$ cat src/rtl/huff_pair_decoder_if.sv
// Handshake bundle for the Huffman pair decoder: the serial bit stream in,
// the external codebook lookup port, and the decoded (x, y) pair out.
// The "slave" modport is the decoder's view; "master" is the environment's.
interface huff_pair_decoder_if #(
    parameter int MAX_CODE_BITS = 19,
    parameter int OUT_W         = 16
);
    // serial bit stream
    logic                     axiiv;
    logic                     axiid;
    logic                     axiir;
    // codebook lookup
    logic [MAX_CODE_BITS-1:0] cb_code;
    logic [4:0]               cb_len;
    logic                     cb_hit;
    logic [3:0]               cb_x;
    logic [3:0]               cb_y;
    // decoded pair
    logic                     axiov;
    logic                     axior;
    logic signed [OUT_W-1:0]  x_val;
    logic signed [OUT_W-1:0]  y_val;

    modport slave (
        input  axiiv, axiid, cb_hit, cb_x, cb_y, axior,
        output axiir, cb_code, cb_len, axiov, x_val, y_val
    );

    modport master (
        output axiiv, axiid, cb_hit, cb_x, cb_y, axior,
        input  axiir, cb_code, cb_len, axiov, x_val, y_val
    );
endinterface

$ cat src/rtl/huff_pair_decoder.sv
// Serial Huffman pair decoder for MP3 big-values regions. One bit per cycle:
// resolves the codeword through an external codebook, then reads the optional
// escape (linbits) and sign fields, and presents a signed (x, y) pair.
module huff_pair_decoder #(
    parameter int MAX_CODE_BITS = 19,
    parameter int MAX_LINBITS   = 13,
    parameter int OUT_W         = 16
) (
    input  logic               clk,
    input  logic               rst,
    input  logic               flush,
    input  logic [3:0]         linbits,
    huff_pair_decoder_if.slave bus,
    output logic               err
);
    typedef enum logic [2:0] {
        ST_CODE, ST_XLIN, ST_XSIGN, ST_YLIN, ST_YSIGN, ST_OUT
    } state_t;

    state_t                   state_reg, state_next;
    logic [MAX_CODE_BITS-2:0] buf_reg, buf_next;
    logic [4:0]               count_reg, count_next;
    logic [3:0]               lb_reg, lb_next;
    logic [3:0]               fcnt_reg, fcnt_next;
    logic [3:0]               x_abs_reg, x_abs_next, y_abs_reg, y_abs_next;
    logic [MAX_LINBITS-1:0]   x_lin_reg, x_lin_next, y_lin_reg, y_lin_next;
    logic                     x_neg_reg, x_neg_next, y_neg_reg, y_neg_next;
    logic signed [OUT_W-1:0]  x_val_reg, x_val_next, y_val_reg, y_val_next;
    logic                     err_reg, err_next;
    logic [OUT_W-1:0]         x_mag, y_mag;

    logic       take;
    logic [3:0] sel_x, sel_y, sel_lb;
    logic       x_esc, x_nz, y_esc, y_nz;

    // Returns the first field at or after position 'from' (0=XLIN .. 3=YSIGN)
    // that applies to this pair, or OUT when none remain.
    function automatic state_t next_field(input int from, input logic xe, input logic xn,
                                          input logic ye, input logic yn);
        state_t s;
        s = ST_OUT;
        if (from <= 3 && yn) s = ST_YSIGN;
        if (from <= 2 && ye) s = ST_YLIN;
        if (from <= 1 && xn) s = ST_XSIGN;
        if (from <= 0 && xe) s = ST_XLIN;
        return s;
    endfunction

    assign take      = bus.axiiv && bus.axiir;
    assign bus.axiir = (state_reg != ST_OUT);
    assign bus.axiov = (state_reg == ST_OUT);
    assign bus.x_val = x_val_reg;
    assign bus.y_val = y_val_reg;
    assign err       = err_reg;

    // Candidate codeword is only presented while a bit is on offer in CODE.
    assign bus.cb_len  = (state_reg == ST_CODE && bus.axiiv) ? count_reg + 5'd1 : 5'd0;
    assign bus.cb_code = (state_reg == ST_CODE && bus.axiiv) ? {buf_reg, bus.axiid} : '0;

    // Field applicability: at the hit the codebook magnitudes (and, on the
    // first bit, the live linbits) decide; afterwards the latched copies do.
    assign sel_x  = (state_reg == ST_CODE) ? bus.cb_x : x_abs_reg;
    assign sel_y  = (state_reg == ST_CODE) ? bus.cb_y : y_abs_reg;
    assign sel_lb = (state_reg == ST_CODE && count_reg == 5'd0) ? linbits : lb_reg;
    assign x_esc  = (sel_x == 4'd15) && (sel_lb != 4'd0);
    assign y_esc  = (sel_y == 4'd15) && (sel_lb != 4'd0);
    assign x_nz   = (sel_x != 4'd0);
    assign y_nz   = (sel_y != 4'd0);

    // Next-state and datapath update for each decoding phase.
    always_comb begin
        state_next = state_reg;
        buf_next   = buf_reg;
        count_next = count_reg;
        lb_next    = lb_reg;
        fcnt_next  = fcnt_reg;
        x_abs_next = x_abs_reg;
        y_abs_next = y_abs_reg;
        x_lin_next = x_lin_reg;
        y_lin_next = y_lin_reg;
        x_neg_next = x_neg_reg;
        y_neg_next = y_neg_reg;
        x_val_next = x_val_reg;
        y_val_next = y_val_reg;
        err_next   = 1'b0;
        x_mag      = '0;
        y_mag      = '0;

        case (state_reg)
            ST_CODE: begin
                if (take) begin
                    if (count_reg == 5'd0) lb_next = linbits;
                    if (bus.cb_hit) begin
                        x_abs_next = bus.cb_x;
                        y_abs_next = bus.cb_y;
                        buf_next   = '0;
                        count_next = '0;
                        state_next = next_field(0, x_esc, x_nz, y_esc, y_nz);
                    end else if (count_reg == 5'(MAX_CODE_BITS - 1)) begin
                        // codeword too long: drop it and report
                        buf_next   = '0;
                        count_next = '0;
                        err_next   = 1'b1;
                    end else begin
                        buf_next   = {buf_reg[MAX_CODE_BITS-3:0], bus.axiid};
                        count_next = count_reg + 5'd1;
                    end
                end
            end
            ST_XLIN: begin
                if (take) begin
                    x_lin_next = {x_lin_reg[MAX_LINBITS-2:0], bus.axiid};
                    if (fcnt_reg + 4'd1 == lb_reg) begin
                        fcnt_next  = '0;
                        state_next = next_field(1, x_esc, x_nz, y_esc, y_nz);
                    end else begin
                        fcnt_next = fcnt_reg + 4'd1;
                    end
                end
            end
            ST_XSIGN: begin
                if (take) begin
                    x_neg_next = bus.axiid;
                    state_next = next_field(2, x_esc, x_nz, y_esc, y_nz);
                end
            end
            ST_YLIN: begin
                if (take) begin
                    y_lin_next = {y_lin_reg[MAX_LINBITS-2:0], bus.axiid};
                    if (fcnt_reg + 4'd1 == lb_reg) begin
                        fcnt_next  = '0;
                        state_next = next_field(3, x_esc, x_nz, y_esc, y_nz);
                    end else begin
                        fcnt_next = fcnt_reg + 4'd1;
                    end
                end
            end
            ST_YSIGN: begin
                if (take) begin
                    y_neg_next = bus.axiid;
                    state_next = ST_OUT;
                end
            end
            ST_OUT: begin
                if (bus.axior) begin
                    state_next = ST_CODE;
                    lb_next    = '0;
                    fcnt_next  = '0;
                    x_abs_next = '0;
                    y_abs_next = '0;
                    x_lin_next = '0;
                    y_lin_next = '0;
                    x_neg_next = 1'b0;
                    y_neg_next = 1'b0;
                end
            end
            default: state_next = ST_CODE;
        endcase

        // Output values are captured once, on the transition into OUT.
        x_mag = OUT_W'(x_abs_next) + OUT_W'(x_lin_next);
        y_mag = OUT_W'(y_abs_next) + OUT_W'(y_lin_next);
        if (state_reg != ST_OUT && state_next == ST_OUT) begin
            x_val_next = $signed(x_neg_next ? -x_mag : x_mag);
            y_val_next = $signed(y_neg_next ? -y_mag : y_mag);
        end

        // Abort wins over any bit or accept in the same cycle.
        if (flush) begin
            state_next = ST_CODE;
            buf_next   = '0;
            count_next = '0;
            lb_next    = '0;
            fcnt_next  = '0;
            x_abs_next = '0;
            y_abs_next = '0;
            x_lin_next = '0;
            y_lin_next = '0;
            x_neg_next = 1'b0;
            y_neg_next = 1'b0;
            x_val_next = '0;
            y_val_next = '0;
            err_next   = 1'b0;
        end
    end

    // State and datapath registers.
    always_ff @(posedge clk) begin
        if (rst) begin
            state_reg <= ST_CODE;
            buf_reg   <= '0;
            count_reg <= '0;
            lb_reg    <= '0;
            fcnt_reg  <= '0;
            x_abs_reg <= '0;
            y_abs_reg <= '0;
            x_lin_reg <= '0;
            y_lin_reg <= '0;
            x_neg_reg <= 1'b0;
            y_neg_reg <= 1'b0;
            x_val_reg <= '0;
            y_val_reg <= '0;
            err_reg   <= 1'b0;
        end else begin
            state_reg <= state_next;
            buf_reg   <= buf_next;
            count_reg <= count_next;
            lb_reg    <= lb_next;
            fcnt_reg  <= fcnt_next;
            x_abs_reg <= x_abs_next;
            y_abs_reg <= y_abs_next;
            x_lin_reg <= x_lin_next;
            y_lin_reg <= y_lin_next;
            x_neg_reg <= x_neg_next;
            y_neg_reg <= y_neg_next;
            x_val_reg <= x_val_next;
            y_val_reg <= y_val_next;
            err_reg   <= err_next;
        end
    end
endmodule

$ cat src/flat_wrapper.sv
// flat-port wrapper written by rule: the top's interface ports become plain ports
module huff_pair_decoder_flat 
#(
    parameter int MAX_CODE_BITS = 19,
    parameter int MAX_LINBITS   = 13,
    parameter int OUT_W         = 16
)
  (clk, rst, flush, linbits, err, bus_axiiv, bus_axiid, bus_cb_hit, bus_cb_x, bus_cb_y, bus_axior, bus_axiir, bus_cb_code, bus_cb_len, bus_axiov, bus_x_val, bus_y_val);
  huff_pair_decoder_if #(.MAX_CODE_BITS(MAX_CODE_BITS), .OUT_W(OUT_W)) bus_i ();
  input  logic clk;
  input  logic rst;
  input  logic flush;
  input  logic [3:0] linbits;
  output logic err;
  input wire logic [$bits(bus_i.axiiv)-1:0] bus_axiiv;
  input wire logic [$bits(bus_i.axiid)-1:0] bus_axiid;
  input wire logic [$bits(bus_i.cb_hit)-1:0] bus_cb_hit;
  input wire logic [$bits(bus_i.cb_x)-1:0] bus_cb_x;
  input wire logic [$bits(bus_i.cb_y)-1:0] bus_cb_y;
  input wire logic [$bits(bus_i.axior)-1:0] bus_axior;
  output wire logic [$bits(bus_i.axiir)-1:0] bus_axiir;
  output wire logic [$bits(bus_i.cb_code)-1:0] bus_cb_code;
  output wire logic [$bits(bus_i.cb_len)-1:0] bus_cb_len;
  output wire logic [$bits(bus_i.axiov)-1:0] bus_axiov;
  output wire logic [$bits(bus_i.x_val)-1:0] bus_x_val;
  output wire logic [$bits(bus_i.y_val)-1:0] bus_y_val;
  assign bus_i.axiiv = bus_axiiv;
  assign bus_i.axiid = bus_axiid;
  assign bus_i.cb_hit = bus_cb_hit;
  assign bus_i.cb_x = bus_cb_x;
  assign bus_i.cb_y = bus_cb_y;
  assign bus_i.axior = bus_axior;
  assign bus_axiir = bus_i.axiir;
  assign bus_cb_code = bus_i.cb_code;
  assign bus_cb_len = bus_i.cb_len;
  assign bus_axiov = bus_i.axiov;
  assign bus_x_val = bus_i.x_val;
  assign bus_y_val = bus_i.y_val;
  huff_pair_decoder #(.MAX_CODE_BITS(MAX_CODE_BITS), .MAX_LINBITS(MAX_LINBITS), .OUT_W(OUT_W)) u_core (.clk(clk), .rst(rst), .flush(flush), .linbits(linbits), .bus(bus_i), .err(err));
endmodule
$ cat config.mk
export PLATFORM = sky130hd
export DESIGN_NAME = huff_pair_decoder_flat
export DESIGN_NICKNAME = d
export VERILOG_FILES = /design/src/rtl/huff_pair_decoder_if.sv /design/src/rtl/huff_pair_decoder.sv /design/src/flat_wrapper.sv
export SDC_FILE = /design/constraint.sdc
export NUM_CORES = 1
export LEC_CHECK = 0
export CORE_MARGIN = 1.5
export CORE_UTILIZATION = 38
export DETAILED_ROUTE_END_ITERATION = 10
export DONT_BUFFER_PORTS = 1
export GPL_TIMING_DRIVEN = 1
export SYNTH_ARGS = -nofsm -noshare
export SYNTH_HDL_FRONTEND = slang
export SYNTH_SLANG_ARGS = --single-unit
$ cat constraint.sdc
create_clock -name clk -period 4.7 [get_ports clk]
set_input_delay 0.94 -clock clk [delete_from_list [all_inputs] [get_ports clk]]
set_output_delay 0.94 -clock clk [all_outputs]
set_load 0.01 [all_outputs]
==> impl_metrics.yaml <==
run_status:
  status: "finished clean"
worst_hold_path:
  min_from: "u_core.buf_reg[3]"
  holdCritPathClass: "reg2reg"
floorplanning:
  core_area_sq_mm: 0.0165
  die_y_um: 133
  die_w_um: 133
  fp.dieArea_sq_mm: 0.0177
  rows: 47
  io_pins: 78
  initial_core_util_pct: 38.9
synth:
  ys_ff_latch: 103
  synth.avg_cell_area_sq_um: 7.88
  synth_xor_area_share_pct: 6.12
  synth_top_area_share_pct: 32.1
  synthAdderAreaFrac_pct: 3.35
  synthMuxAreaShare_pct: 2.38
  synth_flop_cell: "dfxtp_1"
  synth_fp_nets: 850
  synth_area_leaders: "dfxtp_1, nand2_1, a21oi_1"
  ys_types: 84
  async_reset_ff_share_pct: 0
  synth_compound_area_share_pct: 22.6
  yosysTopAreaCell: "dfxtp_1"
  synth-simple-area-share_pct: 29.1
  synth_warnings: 0
  ys_seq_area_share_pct: 32.1
  syn_inst: 815
  synth.cell_area_sq_mm: 0.00642
  synth_top_family_by_area: "simple AND/OR/NAND/NOR gates"
  synth_edf_count: 0
detailed_routing:
  wl_met3_um: 953
  wl_met2_mm: 8.13
  met1_length_mm: 7.95
  top_layer: "met4"
  viasPerCell: 5.64
  wl_per_cell_um: 16.8
  vias: 5779
  wl_mm: 17.2
  antenna_left: 0
  drc: 0
  drt_pass1_iterations: 5
  drtIter0Drc: 449
timing:
  holdWs_ns: 0.447
  rsz0062_at_grt: "false"
  fin_crit_ns: 4.20
  slew_violations: 0
  max_freq_mhz: 238
  fin_crit_sh_pct: 89.3
  hold_violations: 0
  finalWorstSetupSlack_ns: 0.504
  slew_headroom_pct: 27.9
  clock_skew_ns: 0.0130
  worstMarginPinSlew_ns: 1.08
  tns_ns: 0
  setup_viol: 0
worst_setup_path:
  setup.worst_path.start: "u_core.state_reg[2]"
  slowest_delay_ns: 0.45
  crit_fanout: 13
  cp.required_ns: 4.94
  crit_family: "simple AND/OR/NAND/NOR gates"
  start_kind: "flip-flop"
  crit_chain: "buf_4 -> nor4b_4 -> nand2_1 -> nand3_1 -> nand2_1 -> ha_1 -> fa_1 -> a21o_1 -> a21oi_2 -> nor3_1 -> nor4_2 -> o2111ai_1 -> and2_1 -> o2111ai_1 -> nand3_1"
  critPathSlowestCell: "dfxtp_1"
  crit_arrival_ns: 4.43
  cp.buffers_inverters: 1
  end_kind: "flip-flop"
  worstSetupPathType: "reg2reg"
  crit-reg2reg-launch: "u_core.state_reg[2]"
layout:
  drive_above_1_share_pct: 9.44
  utilization_pct: 42.0
  fill_cells: 1725
  largest_reg_flops: 18
  num-nets-final: 835
  syn_to_final_growth_pct: 8.22
  diodes: 0
cts:
  cts.root.buffer_cell: "clkbuf_16"
  htree_levels: 3
  cts_tree: "yes"
  cts_buffers: 9
  cts_sinks: 103
  clk_latency_ns: 0.36
  hold_buffers: 0
  cts_buffer_depth: 2
  cts.clk_slew.worst_paths_ns: 0.08
global_route:
  gr-total-overflow: 0
  grt_pass1_vias: 5338
  grt_pass1_wl_mm: 28.0
  antenna_found_initial: 0
  grt_max_degree: 51
  groute.usage.overall_pct: 19.8
power:
  p_int_uw: 1310
  power_frac_comb_pct: 8.5
  clkPwrFrac_pct: 42.3
  p_sw_share_pct: 26.9
  power_uw: 1790
  seqPwrFrac_pct: 49.2
  leakage_uw: 0.00247
  p_switching_uw: 482
  peakVddDrop_mv: 0.168
  p_per_area_mw_per_mm2: 258
placed_design:
  hpwl_mm: 12.3
  finalWeightedCongestion: 0.868
  pre_cts_slack_ns: 0.187
  port_buffers: 0
flow_run:
  drv_cap: 0
-- cell type report --
class | instances | area (sq um) | area share, %
Clock inverter | 6 | 52.6 | 0.756
Sequential cell | 103 | 2060 | 29.7
Inverter | 14 | 52.6 | 0.756
Clock buffer | 10 | 239 | 3.44
Multi-Input combinational cell | 650 | 4100 | 59.0
Timing Repair Buffer | 22 | 165 | 2.38
Tap cell | 220 | 275 | 3.96
-- timing repair --
action                                  4_1_cts  5_1_grt
endpoints found under the setup margin        0        1
resized for setup                             0        1
setup buffers                                 0        0
-- stage by stage --
stage / std cells / cell area, sq um
after floorplan: 815 / 6420
after global placement: 1009 / 6650
after detailed placement: 1009 / 6650
after CTS: 1025 / 6940
after global routing: 1025 / 6950
final: 1025 / 6950
-- power by group through the flow --
| stage | clock [uW] | sequential, uW | combinational [uW] |
|---|---|---|---|
| after CTS | 774 | 882 | 153 |
| final | 757 | 882 | 153 |
| after detailed placement | 0 | 903 | 152 |
| after floorplan | 0 | 900 | 116 |
| after global placement | 0 | 903 | 152 |
| after global routing | 808 | 883 | 170 |
-- final timing paths --
path,end,slack [ns],cells after the start
setup / recovery,u_core.bus.x_val[12],0.50,15
hold / removal,u_core.buf_reg[3],0.45,2
setup reg to reg,u_core.bus.x_val[12],0.50,15
hold reg to reg,u_core.buf_reg[3],0.45,2
-- cells in the final DEF, fill, tap and decap left out, types with 10 or more instances in the layout --
master / netlist / routed
nor2b_1: 12 / 12
o21ai_0: 29 / 29
dfxtp_1: 103 / 103
xnor2_1: 28 / 28
inv_1: 14 / 14
nor2_1: 74 / 73
a211oi_1: 12 / 12
nand2_1: 109 / 109
nor3_1: 13 / 13
xor2_1: 15 / 15
mux2i_1: 13 / 13
and2_1: 40 / 40
nand4_1: 10 / 10
ha_1: 14 / 14
nand3_1: 39 / 39
buf_4: 1 / 22
a31oi_1: 15 / 14
a21oi_1: 72 / 71
-- worst reg2reg max path, cell delays in order (launching register included) --
cell       delay, ns
dfxtp_1         0.45
buf_4           0.25
nor4b_4         0.26
nand2_1         0.26
nand3_1         0.18
nand2_1         0.07
ha_1            0.20
fa_1            0.42
a21o_1          0.19
a21oi_2         0.30
nor3_1          0.17
nor4_2          0.44
o2111ai_1       0.33
and2_1          0.28
o2111ai_1       0.19
nand3_1         0.09
-- metal layers --
layer	global-route usage [%]	vias up
li1	-	2901
met1	25.8	2737
met3	4.83	16
met5	0	-
met4	6.04	0
met2	32.2	125
-- cell families after synthesis --
| kind of cell | Yosys count |
|---|---|
| multiplexers | 15 |
| flip-flops | 103 |
| XOR/XNOR | 44 |
| AND/OR/NAND/NOR | 356 |
| AO/OA/AOI/OAI | 219 |
| buffers and inverters | 62 |
| adder cells (fa/ha/maj) | 16 |
-- synth_stat cells, types with 5 or more instances --
| cell | n |
|---|---|
| o21ai_1 | 6 |
| a22o_1 | 6 |
| a22oi_1 | 6 |
| and2_1 | 40 |
| clkbuf_1 | 29 |
| nand3_1 | 39 |
| nor3_1 | 13 |
| a21o_1 | 8 |
| nand4_1 | 10 |
| nand2_1 | 109 |
| ha_1 | 14 |
| or2_2 | 6 |
| nand2b_1 | 5 |
| buf_2 | 12 |
| a211oi_1 | 12 |
| mux2i_1 | 13 |
| nor2b_1 | 12 |
| xor2_1 | 15 |
| nor4_1 | 5 |
| o21ai_0 | 29 |
| inv_1 | 14 |
| xnor2_1 | 28 |
| dfxtp_1 | 103 |
| a21oi_1 | 72 |
| nor2_1 | 74 |
| a31oi_1 | 15 |
| o22ai_1 | 8 |
| a21boi_1 | 5 |
Note: power is estimated with default switching activity, not from simulation.
